`config.mk`:
```
export PLATFORM = sky130hd
export DESIGN_NAME = spike_event_encoder_flat
export DESIGN_NICKNAME = d
export VERILOG_FILES = /design/src/rtl/spike_event_encoder_if.sv /design/src/rtl/spike_event_encoder.sv /design/src/flat_wrapper.sv
export SDC_FILE = /design/constraint.sdc
export NUM_CORES = 1
export LEC_CHECK = 0
export BUFFER_PORTS_ARGS = -buffer_cell sky130_fd_sc_hd__buf_2
export CORE_ASPECT_RATIO = 0.75
export CORE_MARGIN = 5
export CORE_UTILIZATION = 55
export CTS_CLUSTER_SIZE = 40
export DETAILED_ROUTE_END_ITERATION = 8
export GPL_TIMING_DRIVEN = 0
export HOLD_SLACK_MARGIN = 0.06
export PLACE_DENSITY = 0.8
export SYNTH_ARGS = -nofsm -noshare
export SYNTH_HDL_FRONTEND = slang
export SYNTH_SLANG_ARGS = --single-unit
```
`constraint.sdc`:
```
create_clock -name clk -period 2.3 [get_ports clk]
set_input_delay 0.345 -clock clk [delete_from_list [all_inputs] [get_ports clk]]
set_output_delay 0.345 -clock clk [all_outputs]
set_load 0.02 [all_outputs]
```
`src/rtl/spike_event_encoder_if.sv`:
```
// Event stream from the spike encoder toward the readout/AER link.
// The master presents the head event and the slave accepts it.
interface spike_event_encoder_if #(
  parameter int TS_W = 16
);
  logic            evt_valid;
  logic            evt_ready;
  logic [TS_W-1:0] evt_ts;

  modport master (
    output evt_valid,
    output evt_ts,
    input  evt_ready
  );

  modport slave (
    input  evt_valid,
    input  evt_ts,
    output evt_ready
  );
endinterface

```
`src/rtl/spike_event_encoder.sv`:
```
// Turns rising edges of the lif spike level into timestamped events,
// queues them in a small FIFO, and keeps a per-window spike-rate count.
module spike_event_encoder #(
  parameter int TS_W       = 16,
  parameter int FIFO_DEPTH = 4,
  parameter int RATE_WIN   = 256,
  parameter int CNT_W      = 8
) (
  input  logic                  clk,
  input  logic                  reset_n,
  input  logic                  spike,
  input  logic                  enable,
  input  logic                  clr_ovf,
  spike_event_encoder_if.master evt,
  output logic                  evt_ovf,
  output logic [CNT_W-1:0]      rate_count,
  output logic                  rate_valid
);

  localparam int AW = $clog2(FIFO_DEPTH);
  localparam int WW = $clog2(RATE_WIN);

  logic              spike_q;
  logic [TS_W-1:0]   ts;
  logic [TS_W-1:0]   mem [FIFO_DEPTH];
  logic [AW-1:0]     wr_ptr;
  logic [AW-1:0]     rd_ptr;
  logic [AW:0]       used;
  logic [WW-1:0]     win_cnt;
  logic [CNT_W-1:0]  edge_cnt;

  logic              edge_det;
  logic              full;
  logic              empty;
  logic              push;
  logic              pop;
  logic              win_last;
  logic [CNT_W-1:0]  cnt_next;

  assign edge_det = enable & spike & ~spike_q;
  assign full     = used == (AW+1)'(FIFO_DEPTH);
  assign empty    = used == '0;
  assign pop      = !empty && evt.evt_ready;
  // A pop frees the slot a same-cycle push needs, so full+pop still accepts.
  assign push     = edge_det && (!full || pop);
  assign win_last = win_cnt == WW'(RATE_WIN - 1);

  assign cnt_next = (edge_det && edge_cnt != '1)
                  ? edge_cnt + CNT_W'(1)
                  : edge_cnt;

  assign evt.evt_valid = !empty;
  assign evt.evt_ts    = empty ? '0 : mem[rd_ptr];

  always_ff @(posedge clk or negedge reset_n) begin
    if (!reset_n) begin
      spike_q <= 1'b0;
      ts      <= '0;
    end else begin
      spike_q <= spike;
      ts      <= ts + TS_W'(1);
    end
  end

  always_ff @(posedge clk or negedge reset_n) begin
    if (!reset_n) begin
      for (int i = 0; i < FIFO_DEPTH; i++)
        mem[i] <= '0;
      wr_ptr <= '0;
      rd_ptr <= '0;
      used   <= '0;
    end else begin
      if (push) begin
        mem[wr_ptr] <= ts;
        wr_ptr      <= wr_ptr + AW'(1);
      end
      if (pop)
        rd_ptr <= rd_ptr + AW'(1);
      unique case ({push, pop})
        2'b10:   used <= used + (AW+1)'(1);
        2'b01:   used <= used - (AW+1)'(1);
        default: used <= used;
      endcase
    end
  end

  // A drop takes priority over a same-cycle clear.
  always_ff @(posedge clk or negedge reset_n) begin
    if (!reset_n)
      evt_ovf <= 1'b0;
    else if (edge_det && !push)
      evt_ovf <= 1'b1;
    else if (clr_ovf)
      evt_ovf <= 1'b0;
  end

  always_ff @(posedge clk or negedge reset_n) begin
    if (!reset_n) begin
      win_cnt    <= '0;
      edge_cnt   <= '0;
      rate_count <= '0;
      rate_valid <= 1'b0;
    end else if (win_last) begin
      win_cnt    <= '0;
      edge_cnt   <= '0;
      rate_count <= cnt_next;
      rate_valid <= 1'b1;
    end else begin
      win_cnt    <= win_cnt + WW'(1);
      edge_cnt   <= cnt_next;
      rate_valid <= 1'b0;
    end
  end

endmodule

```
`src/flat_wrapper.sv`:
```
// flat-port wrapper written by rule: the top's interface ports become plain ports
module spike_event_encoder_flat 
#(
  parameter int TS_W       = 16,
  parameter int FIFO_DEPTH = 4,
  parameter int RATE_WIN   = 256,
  parameter int CNT_W      = 8
)
  (clk, reset_n, spike, enable, clr_ovf, evt_ovf, rate_count, rate_valid, evt_evt_valid, evt_evt_ts, evt_evt_ready);
  spike_event_encoder_if #(.TS_W(TS_W)) evt_i ();
  input  logic clk;
  input  logic reset_n;
  input  logic spike;
  input  logic enable;
  input  logic clr_ovf;
  output logic evt_ovf;
  output logic [CNT_W-1:0] rate_count;
  output logic rate_valid;
  output wire logic [$bits(evt_i.evt_valid)-1:0] evt_evt_valid;
  output wire logic [$bits(evt_i.evt_ts)-1:0] evt_evt_ts;
  input wire logic [$bits(evt_i.evt_ready)-1:0] evt_evt_ready;
  assign evt_evt_valid = evt_i.evt_valid;
  assign evt_evt_ts = evt_i.evt_ts;
  assign evt_i.evt_ready = evt_evt_ready;
  spike_event_encoder #(.TS_W(TS_W), .FIFO_DEPTH(FIFO_DEPTH), .RATE_WIN(RATE_WIN), .CNT_W(CNT_W)) u_core (.clk(clk), .reset_n(reset_n), .spike(spike), .enable(enable), .clr_ovf(clr_ovf), .evt(evt_i), .evt_ovf(evt_ovf), .rate_count(rate_count), .rate_valid(rate_valid));
endmodule
```
[After elaboration in Yosys (flattened, before gate mapping)]
Cells that the tools add are included.
Storage, ports and cells
  register bits: 114
  output and inout bits: 27
  logic and storage cells: 60
Operators by class
  add/subtract/negate cells: 7
  magnitude comparators: 3
  eq/ne operators: 5
  mux-type cells: 14
  bitwise gates (word level): 5
  reductions and logical operators: 12
Operator list (count)
  64-bit bitwise mux: 1
  16-bit 2-to-1 mux: 4
  16-bit binary-select mux with 2-bit select: 1
  16-bit demux with 2-bit select: 1
  8-bit 2-to-1 mux: 3
  16-bit by 1-bit adder with 16-bit output, second input constant: 1
  8-bit by 1-bit adder with 8-bit output, second input constant: 2
  8-bit equality test, second input constant: 1
  8-bit inequality test, second input constant: 1
  3-bit >= comparator, second input constant: 2
  2-bit inverter with 3-bit output: 2
  3-bit case mux with 2 select lines: 1
  1-bit logical AND: 5
  2-bit by 1-bit adder with 2-bit output, second input constant: 2
  2-bit nonzero test: 2
  3-bit by 1-bit adder with 3-bit output, second input constant: 1
  3-bit equality test, second input constant: 1
  1-bit zero test: 3
  3-bit zero test: 1
  3-bit by 1-bit < comparator with 1-bit output, second input constant: 1
  1-bit 2-to-1 mux: 3
  3-bit by 1-bit subtractor with 3-bit output, second input constant: 1
  1-bit AND: 2
  2-bit by 1-bit equality test with 1-bit output, second input constant: 1
  3 further kinds: 3

[Logic depth before layout (Yosys ltp)]
Gate-level depths: netlist of run 1.
  depth in word-level cells: 8
  mapped depth: 10
  depth with buffers taken out: 9

[Worst setup path after synthesis of run 1]
Ideal clock, no wire load.
  path kind: flip-flop to flip-flop
  start: register u_core.used[0]
  end: register u_core.used[2]
  library setup time: 0.079 ns
  arrival: 2.294 ns
  data required time: 2.221 ns
  path slack: -0.073 ns
  stages on the path, launching flop included: 11
  period minus slack after synthesis: 2.373 ns
  cell sequence: dfrtp_1 -> or4b_4 -> and2_4 -> buf_12 -> inv_1 -> ha_1 -> inv_1 -> fa_1 -> xor2_1 -> nor2_1 -> xor2_1
On the way
  word-level cells in the longest chain between the ends: 7
Ends and longest elaborated chain
  start, declared: line spike_event_encoder.sv:28  | logic [AW:0] used;
  start signal, assigned: line spike_event_encoder.sv:80  | 2'b10: used <= used + (AW+1)'(1);
  start signal, assigned: line spike_event_encoder.sv:81  | 2'b01: used <= used - (AW+1)'(1);
  start signal, assigned: line spike_event_encoder.sv:82  | default: used <= used;
  3-bit zero test: line spike_event_encoder.sv:42  | assign empty = used == '0;
  1-bit zero test: line spike_event_encoder.sv:43  | assign pop = !empty && evt.evt_ready;
  1-bit logical AND: line spike_event_encoder.sv:43
  1-bit logical OR: line spike_event_encoder.sv:45  | assign push = edge_det && (!full || pop);
  1-bit logical AND: line spike_event_encoder.sv:45
  2-bit by 1-bit equality test with 1-bit output or 2-bit equality test (tied branches): line spike_event_encoder.sv:79  | unique case ({push, pop})
  3-bit case mux with 2 select lines or 2-bit nonzero test (tied branches)
Parallel ways exist; a longest one is shown, timed or not.
A chain may end at the register's enable or synchronous reset.

[Worst setup path in the final report of run 1]
  start: register u_core.rd_ptr[0]
  end: output evt_evt_ts[5]
On the way
  word-level cells in the longest chain between the ends: 5
Ends and longest elaborated chain
  start, declared: line spike_event_encoder.sv:27  | logic [AW-1:0] rd_ptr;
  start signal, assigned: line spike_event_encoder.sv:78  | rd_ptr <= rd_ptr + AW'(1);
  2-bit inverter with 3-bit output (implied by the code): line spike_event_encoder.sv:53  | assign evt.evt_ts = empty ? '0 : mem[rd_ptr];
  16-bit binary-select mux with 2-bit select: line spike_event_encoder.sv:53
  16-bit 2-to-1 mux (implied by the code) (2 in a row): line spike_event_encoder.sv:53
  16-bit 2-to-1 mux: line spike_event_encoder.sv:53
  end, declared: line flat_wrapper.sv:20  | output wire logic [$bits(evt_i.evt_ts)-1:0] evt_evt_ts;
Every way passes these cells. The select of a mux whose other input is x is not followed.

==> run_results.csv, run 1 <==
group,metric,value,unit
worst_setup_path,r2r_end,"u_core.used[2]",
clock_tree,clk_pin_slew,0.06,ns
logic_synthesis,yosys_warnings,0,
sta,clock_skew,0.008279,ns
drt,firstDrtPassIters,5,
sta,worst-slew-pin-transition,0.6550,ns
layout,nNetsFinal,454,
drt,wl_per_cell,20.20,microns
drt,ant_nets,0,
drt,drtIter0Drc,305,
placed_design,place_congestion,0.8450,
grt,grt_usage,21.79,%
layout,fillers,651,
grt,grt_pass1_vias,3553,
drt,vias_per_cell,5.563,
sta,slew_violations,0,
logic_synthesis,ys_seq_elements,114,
floorplanning,die-area,11850,sq um
grt,antenna_found_initial,0,
sta,finalHoldViolCount,0,
min_path,min_path_type,"primary input to register",
clock_tree,clkSinkCount,114,
layout,drive_gt1_share,40.71,%
power,vdd_drop_max,0.0007967,V
min_path,hold_depth,1,
logic_synthesis,netlist.top_cell.by_area,"dfrtp_1",
logic_synthesis,synthCells,378,
grt,grt-ovfl-total,0,
layout,area_growth,21.56,%
worst_setup_path,worstSetupEndpointType,"output port",
worst_setup_path,startpoint_type,"register",
placed_design,dp_hpwl,6767,microns
logic_synthesis,synth_cell_types,42,
layout,multi_input_area,2347,sq um
floorplanning,core_area,9580,sq um
drt,drc,0,
floorplanning,io_pins,33,
status,status,"completed",
logic_synthesis,synth.cell_area,5363,sq um
power,power_leakage,0.003160,uW
min_path,hold_end,"u_core.spike_q",
job,cap_violations,0,
drt,routed_wl,11800,microns
logic_synthesis,synth_area_leaders,"dfrtp_1 53%, mux2_4 11%, mux4_2 6.7%",
logic_synthesis,syn-num-nets,393,
placed_design,io_buffers,32,
grt,grt_max_degree,66,
layout,seq_area,2854,sq um
sta,min_period,2.283,ns
floorplanning,die_w,124.0,microns
clock_tree,cts_tree,"yes",
worst_setup_path,required,1.96,ns
power,p_per_area,1119,nW/um^2
floorplanning,rows,31,
worst_setup_path,r2r_cells,9,
sta,maxSlewHeadroom,56.33,%
clock_tree,clock_latency,0.41,ns
layout,n_antenna_cell,0,
grt,grt_pass1_wl,18960,microns
worst_setup_path,timing.rr.start,"u_core.used[1]",
worst_setup_path,reg2reg_slack,0.09,ns
drt,vias,3249,
floorplanning,start_util,55.97,%
worst_setup_path,crit_arrival,1.94,ns
clock_tree,root_buffer,"clkbuf_16",
sta,finalCritPeriodShare,99.27,%
sta,finalSetupViolations,0,
placed_design,dpl_cell_area,5723,sq um
layout,utilization,68.04,%
layout,stdcell_area,6519,sq um
worst_setup_path,critPathKind,"register to output port",
min_path,hp-start,"spike",
sta,hold_slack,0.08021,ns
worst_setup_path,crit_fanout,6,
clock_tree,cts_htree_levels,4,
logic_synthesis,syn_area_per_cell,14.19,sq um
sta,fmax,0.4380,GHz
logic_synthesis,yosysTopAreaCellShare,53.20,%
clock_tree,cts_buffers,17,
floorplanning,fp.dieH,95.52,microns
logic_synthesis,ys_seq_area_share,53.20,%
clock_tree,cts.path.max_buffers,2,
[synth_stat cells]
master	n
mux4_2	16
buf_12	5
nand2b_1	1
buf_1	1
o2bb2ai_1	1
mux2_4	40
or3_2	1
o22ai_1	1
nor2_1	15
and2_4	1
nand2_1	21
and3_1	4
nand4_1	6
ha_1	8
or3_1	1
buf_2	4
mux2_2	24
xor2_1	9
nand2_8	4
or2_2	1
or4_1	1
a21boi_0	1
nand3_1	12
inv_1	11
nand4_2	1
and4_1	1
or4b_4	1
nor3_1	2
a21oi_1	3
nor4_1	1
fa_1	1
and2_1	18
mux2i_1	6
dfrtp_1	114
and3b_1	1
o31ai_1	1
clkbuf_1	7
o211ai_1	1
o21ai_0	13
nand3b_1	1
xnor2_1	16
and4b_1	1
[worst max path at each step]
stage,start,slack [ns],end,cells past startpoint
final,u_core.rd_ptr[0],0.02,evt_evt_ts[5],5
after global routing,u_core.rd_ptr[0],-0.02,evt_evt_ts[5],5
after CTS,u_core.used[1],0.03,evt_evt_ts[6],5
after detailed placement,u_core.rd_ptr[1],-0.17,evt_evt_ts[6],5
after global placement,reset_n,-0.39,u_core.mem[55],1
after floorplan,u_core.used[1],0.05,u_core.used[2],10
[final cells by class]
cell class / count / share of cell area [%]
flip-flops and latches: 114 / 43.78
multi-input cells: 236 / 36.01
clock buffers: 17 / 6.526
repair buffers: 45 / 5.144
clock inverters: 15 / 2.821
plain buffers: 14 / 2.553
well taps: 132 / 2.534
inverters: 11 / 0.6334
[critical path: stages, from the launching register on]
cell and delay [ns]:
dfrtp_1 0.40, buf_12 0.15, buf_12 0.13, mux4_2 0.52
and2_4 0.18, buf_4 0.15
[per-layer routing]
metal | vias to the layer above | track usage (%) | share of wire (%)
met1 | 1700 | 28.76 | 45
met4 | 0 | 6.928 | 1.4
li1 | 1455 | - | -
met2 | 80 | 34.82 | 49
met5 | - | 0 | 0
met3 | 14 | 6.702 | 4.4
[where the power goes]
group          switching (uW)  internal [uW]
logic                     922           1100
clock network             973           1710
registers                 271           2320
[logic make-up after synthesis]
logic type,after synthesis,share of synthesized area (%)
simple gates,95,10.64
buf+inv,28,3.570
mux,86,24.08
compound gates,21,2.193
flops,114,53.20
xor+xnor,25,4.083
fa+ha+maj,9,2.240
[sequential cells by signal, summed over array words and instances, names as in the netlist]
name,flops
u_core.edge_cnt,8
u_core.win_cnt,8
u_core.mem,64
u_core.used,3
u_core.rate_count,8
u_core.rd_ptr,2
u_core.ts,16
u_core.evt_ovf,1
u_core.wr_ptr,2
u_core.spike_q,1
u_core.rate_valid,1
[through the flow]
stage	setup TNS, ns	power, uW	worst slack [ns]	cells
after floorplan	0	3732	0.05097	378
after global placement	-45.09	4099	-0.3900	542
after detailed placement	-1.521	4194	-0.1729	543
after CTS	0	7145	0.03290	580
after global routing	-0.03500	7621	-0.01746	584
final	0	7297	0.01671	584
[placed cells by master, fill, tap and decap left out, types with 7 or more instances in the layout]
cell type and n:
mux4_2 16, dfrtp_1 113, ha_1 7, xnor2_1 16, buf_12 8, clkbuf_16 18
mux2_2 24, o21ai_0 13, xor2_1 9, buf_4 14, inv_1 9, nor2_1 15
nand3_1 12, and2_1 14, buf_2 29, nand2_1 21, mux2_4 40
[what timing repair did]
action                                 4_1_cts  5_1_grt
resized for setup                           15       10
setup endpoints to repair                   19       10
endpoints found under the hold margin       49        0
pin swaps                                    4        6
setup buffers                                7        3
hold buffers                                 1        0
gates cloned                                 0        1
Power figures use the tool's default switching activity.
==> run 2, diff against run 1 <==
==> constraint.sdc (replaced) <==
create_clock -name clk -period 2.3 [get_ports clk]
set_input_delay 0.23 -clock clk [delete_from_list [all_inputs] [get_ports clk]]
set_output_delay 0.23 -clock clk [all_outputs]
set_load 0.02 [all_outputs]
==> run_results.csv, run 2 (synthesized netlist as in run 1, its figures left out) <==
group,metric,value,unit
power,power_leakage,0.003092,uW
worst_setup_path,worstSetupEndpointType,"register",
sta,maxSlewHeadroom,56.44,%
floorplanning,io_pins,33,
layout,n_antenna_cell,0,
job,cap_violations,0,
grt,grt_pass1_wl,18390,microns
worst_setup_path,crit_arrival,2.56,ns
floorplanning,fp.dieH,95.52,microns
power,p_per_area,1090,nW/um^2
drt,wl_per_cell,19.03,microns
layout,nNetsFinal,447,
power,power.total,6972,uW
sta,setup_tns,0,ns
drt,vias,3200,
sta,grt_setup_unrepaired,"no",
clock_tree,clock_latency,0.41,ns
drt,ant_nets,0,
grt,grt_usage,21.16,%
placed_design,dp_hpwl,6767,microns
placed_design,place_congestion,0.8450,
grt,grt-ovfl-total,0,
power,vdd_drop_max,0.0007971,V
grt,grt_max_degree,66,
drt,vias_per_cell,5.546,
sta,slew_violations,0,
layout,multi_input_area,2345,sq um
drt,drtIter0Drc,302,
layout,regMostFlops,"u_core.mem",
sta,worst-slew-pin-transition,0.6534,ns
sta,hold_slack,0.1712,ns
clock_tree,cts_tree,"yes",
placed_design,io_buffers,32,
drt,firstDrtPassIters,6,
layout,seq_area,2854,sq um
clock_tree,cts_buffers,17,
clock_tree,cts_htree_levels,4,
worst_setup_path,critPathKind,"register to register",
sta,min_period,2.221,ns
sta,fmax,0.4502,GHz
drt,drc,0,
clock_tree,clkSinkCount,114,
layout,area_growth,19.25,%
floorplanning,die_w,124.0,microns
sta,finalCritPeriodShare,96.57,%
floorplanning,core_area,9580,sq um
sta,clock_skew,0.005842,ns
min_path,min_path_type,"primary input to register",
clock_tree,clk_pin_slew,0.06,ns
clock_tree,root_buffer,"clkbuf_16",
layout,drive_gt1_share,38.65,%
layout,final_cell_mix,"113 x dfrtp_1, 40 x mux2_4, 34 x buf_2",
worst_setup_path,startpoint_type,"register",
worst_setup_path,crit_fanout,4,
floorplanning,rows,31,
drt,routed_wl,10980,microns
sta,finalSetupViolations,0,
status,status,"completed",
worst_setup_path,required,2.64,ns
grt,antenna_found_initial,0,
layout,reg_top3,"u_core.mem (64), u_core.ts (16)",
floorplanning,start_util,55.97,%
layout,fillers,661,
layout,largest_register_ffs,64,
sta,finalHoldViolCount,0,
floorplanning,die-area,11850,sq um
layout,layout_commonest_cell,"dfrtp_1",
grt,grt_pass1_vias,3511,
clock_tree,cts.path.max_buffers,2,
## run 2: cell type report
class                   count  area share (%)
flip-flops and latches    114           44.63
well taps                 132           2.583
clock buffers              17           6.652
clock inverters            15           2.876
plain buffers              14           2.270
inverters                  11          0.6457
multi-input cells         236           36.67
repair buffers             38           3.678
## run 2: through the flow
stage / area (sq um) / util (%) / setup WS [ns] / instances
global placement: 5693 / 59.42 / -0.2750 / 542
CTS: 6370 / 66.49 / 0.03219 / 577
global route: 6395 / 66.75 / 0.004399 / 577
floorplan: 5368 / - / 0.05097 / 378
finish: 6395 / 66.75 / 0.07900 / 577
detailed placement: 5723 / 59.74 / -0.05793 / 543
## run 2: layer usage
layer,vias up,wire (microns),GRT usage [%]
met2,88,5245,33.02
met4,0,180,6.837
li1,1445,-,-
met1,1652,4974,28.44
met5,-,0,0
met3,15,583,6.702
## run 2: what timing repair did
item                                   CTS  global route
endpoints found under the hold margin   51             0
setup endpoints to repair               12             7
resized for setup                        8             5
pin swaps                                4             0
setup buffers                            2             0
hold buffers                             3             0
## run 2: critical path, cell delays in order, from the launching register on
cell	delay, ns
dfrtp_1	0.44
or4b_4	0.53
and2_4	0.18
inv_2	0.06
ha_4	0.13
inv_2	0.03
fa_2	0.36
xor2_2	0.16
nor2_1	0.12
xor2_1	0.15
## run 2: report_power, final
group	internal [uW]	leakage, uW	total, uW	switching [uW]
Combinational	840	0.00135	1680	842
Sequential	2320	0.00145	2600	273
Clock	1710	0.000290	2690	982
Total	4880	0.00309	6970	2100
## run 2: final timing paths
path	start	end	slack (ns)	cells after the start
setup / recovery	u_core.used[0]	u_core.used[2]	0.08	9
hold / removal	evt_evt_ready	u_core.evt_ovf	0.17	3
setup reg to reg	u_core.used[0]	u_core.used[2]	0.08	9
hold reg to reg	u_core.win_cnt[0]	u_core.win_cnt[0]	0.46	1
max in group asynchronous	reset_n	u_core.rd_ptr[1]	1.17	3
min in group asynchronous	reset_n	u_core.mem[19]	0.38	2
==> run 3, diff against run 2 <==
Settings changed: CORE_UTILIZATION 55 to 57, CTS_BUF_LIST set to sky130_fd_sc_hd__clkbuf_4, PLACE_DENSITY 0.8 to 0.82.
==> run_results.csv, run 3 (synthesized netlist as in run 1, its figures left out) <==
group,metric,value,unit
status,status,"completed",
grt,grt_usage,20.05,%
sta,clock_skew,0.01450,ns
clock_tree,cts.path.max_buffers,2,
floorplanning,die_w,122,microns
power,power.total,6149,uW
floorplanning,io_pins,33,
grt,grt_pass1_wl,17540,microns
drt,wl_per_cell,18.17,microns
grt,grt_pass1_vias,3406,
clock_tree,clkSinkCount,114,
worst_setup_path,slowest_stage,"mux4_2",
drt,vias,3229,
min_path,min_path_type,"primary input to register",
layout,nNetsFinal,454,
sta,min_period,2.219,ns
drt,drc,0,
job,cap_violations,0,
worst_setup_path,required,2.07,ns
sta,fmax,0.4507,GHz
placed_design,placedCellCount,539,
worst_setup_path,critPathKind,"register to output port",
drt,routed_wl,10540,microns
worst_setup_path,cpPeakStageDelay,0.50,ns
floorplanning,die-area,11470,sq um
worst_setup_path,path_common_cell,"buf_12",
clock_tree,clk_pin_slew,0.10,ns
drt,route.layer.met1.wl,4927,microns
worst_setup_path,crit_chain,"buf_12 -> buf_12 -> mux4_2 -> and2_1 -> buf_2",
power,p_per_area,984.9,nW/um^2
drt,wl_met2,4929,microns
placed_design,io_buffers,32,
clock_tree,root_buffer,"clkbuf_4",
placed_design,dp_hpwl,6619,microns
sta,finalSetupViolations,0,
worst_setup_path,crit_arrival,1.99,ns
floorplanning,start_util,58.79,%
grt,grt_max_degree,60,
power,power_leakage,0.003029,uW
drt,firstDrtPassIters,4,
grt,grt-ovfl-total,0,
sta,grt_setup_unrepaired,"yes",
drt,vias_per_cell,5.567,
worst_setup_path,path_buf_inv,3,
floorplanning,fp.dieH,94,microns
worst_setup_path,crit_fanout,5,
worst_setup_path,startpoint_type,"register",
layout,reg_top3,"u_core.mem (64), u_core.ts (16)",
worst_setup_path,path_delay_family,"multiplexers",
sta,finalCritPeriodShare,96.47,%
worst_setup_path,worstSetupEndpointType,"output port",
floorplanning,core_area,9121,sq um
layout,largest_register_ffs,64,
sta,worst-slew-pin-transition,0.7131,ns
clock_tree,clock_latency,0.53,ns
layout,layout_commonest_cell,"dfrtp_1",
placed_design,dpl_cell_area,5718,sq um
layout,drive_gt1_share,39.60,%
layout,utilization,68.45,%
floorplanning,rows,30,
sta,slew_violations,0,
drt,ant_nets,0,
sta,finalHoldViolCount,0,
layout,area_growth,16.43,%
drt,wl_met3,496,microns
layout,fin_cells,580,
layout,regMostFlops,"u_core.mem",
layout,n_antenna_cell,0,
power,vdd_drop_max,0.0008278,V
drt,highest_layer,"met4",
sta,hold_slack,0.2330,ns
clock_tree,cts_htree_levels,4,
layout,final_cell_mix,"113 x dfrtp_1, 40 x mux2_4, 29 x buf_2",
worst_setup_path,reg2reg_slack,0.10,ns
grt,antenna_found_initial,0,
placed_design,place_congestion,0.7905,
clock_tree,cts_tree,"yes",
sta,maxSlewHeadroom,52.46,%
layout,stdcell_area,6243,sq um
clock_tree,cts_buffers,17,
drt,drtIter0Drc,182,
## run 3: cell count changes in the layout (fill, tap and decap cells not counted), moves of 3 or more
| cell | previous run | this run |
|---|---|---|
| and2_1 | 18 | 15 |
| and2_4 | 1 | 4 |
| buf_12 | 4 | 9 |
| buf_2 | 34 | 29 |
| buf_4 | 3 | 10 |
| clkbuf_16 | 17 | 1 |
| clkbuf_4 | 0 | 18 |
| inv_6 | 3 | 0 |
## run 3: where the power goes
part / switching [uW] / internal (uW)
Combinational: 880 / 1040
Sequential: 242 / 2320
Clock: 806 / 868
## run 3: what timing repair did
item / in CTS / in global routing
hold buffers: 4 / 0
setup endpoints to repair: 18 / 11
pin swaps: 2 / 8
setup buffers: 6 / 1
hold endpoints to repair: 57 / 0
gates cloned: 0 / 1
gates resized for setup: 14 / 11
## run 3: final timing paths
| check | from | endpoint | depth (start not counted) |
|---|---|---|---|
| max | u_core.rd_ptr[0] | evt_evt_ts[1] | 5 |
| min in group asynchronous | reset_n | u_core.rate_valid | 2 |
| min | evt_evt_ready | u_core.rd_ptr[0] | 3 |
| max in group asynchronous | reset_n | u_core.used[0] | 3 |
| max reg2reg | u_core.used[1] | u_core.used[1] | 7 |
| min reg2reg | u_core.win_cnt[0] | u_core.win_cnt[0] | 1 |
## run 3: final cells by class
class                           instances  area [sq um]
Fill cell                             618          2878
Sequential cell                       114          2854
Multi-Input combinational cell        236          2345
Timing Repair Buffer                   45         355.3
Clock inverter                         14         188.9
Buffer                                 14         163.9
Tap cell                              128         160.2
Clock buffer                           18         135.1
Inverter                               11         41.29
## run 3: metal layers
metal | global-route usage, % | up-vias
met1 | 28.48 | 1674
met3 | 5.900 | 20
met2 | 29.64 | 82
li1 | - | 1453
met4 | 6.903 | 0
met5 | 0 | -
## run 3: tightest hold or removal path, stage by stage
cell and delay [ns]:
buf_2 0.10, and2_1 0.27, xor2_1 0.11
## run 3: stage by stage
stage	setup slack [ns]	TNS [ns]
after floorplan	0.05097	0
after global placement	-0.2665	-29.42
after detailed placement	-0.04517	-0.1726
after CTS	0.01285	0
after global routing	-0.009045	-0.01462
final	0.08108	0
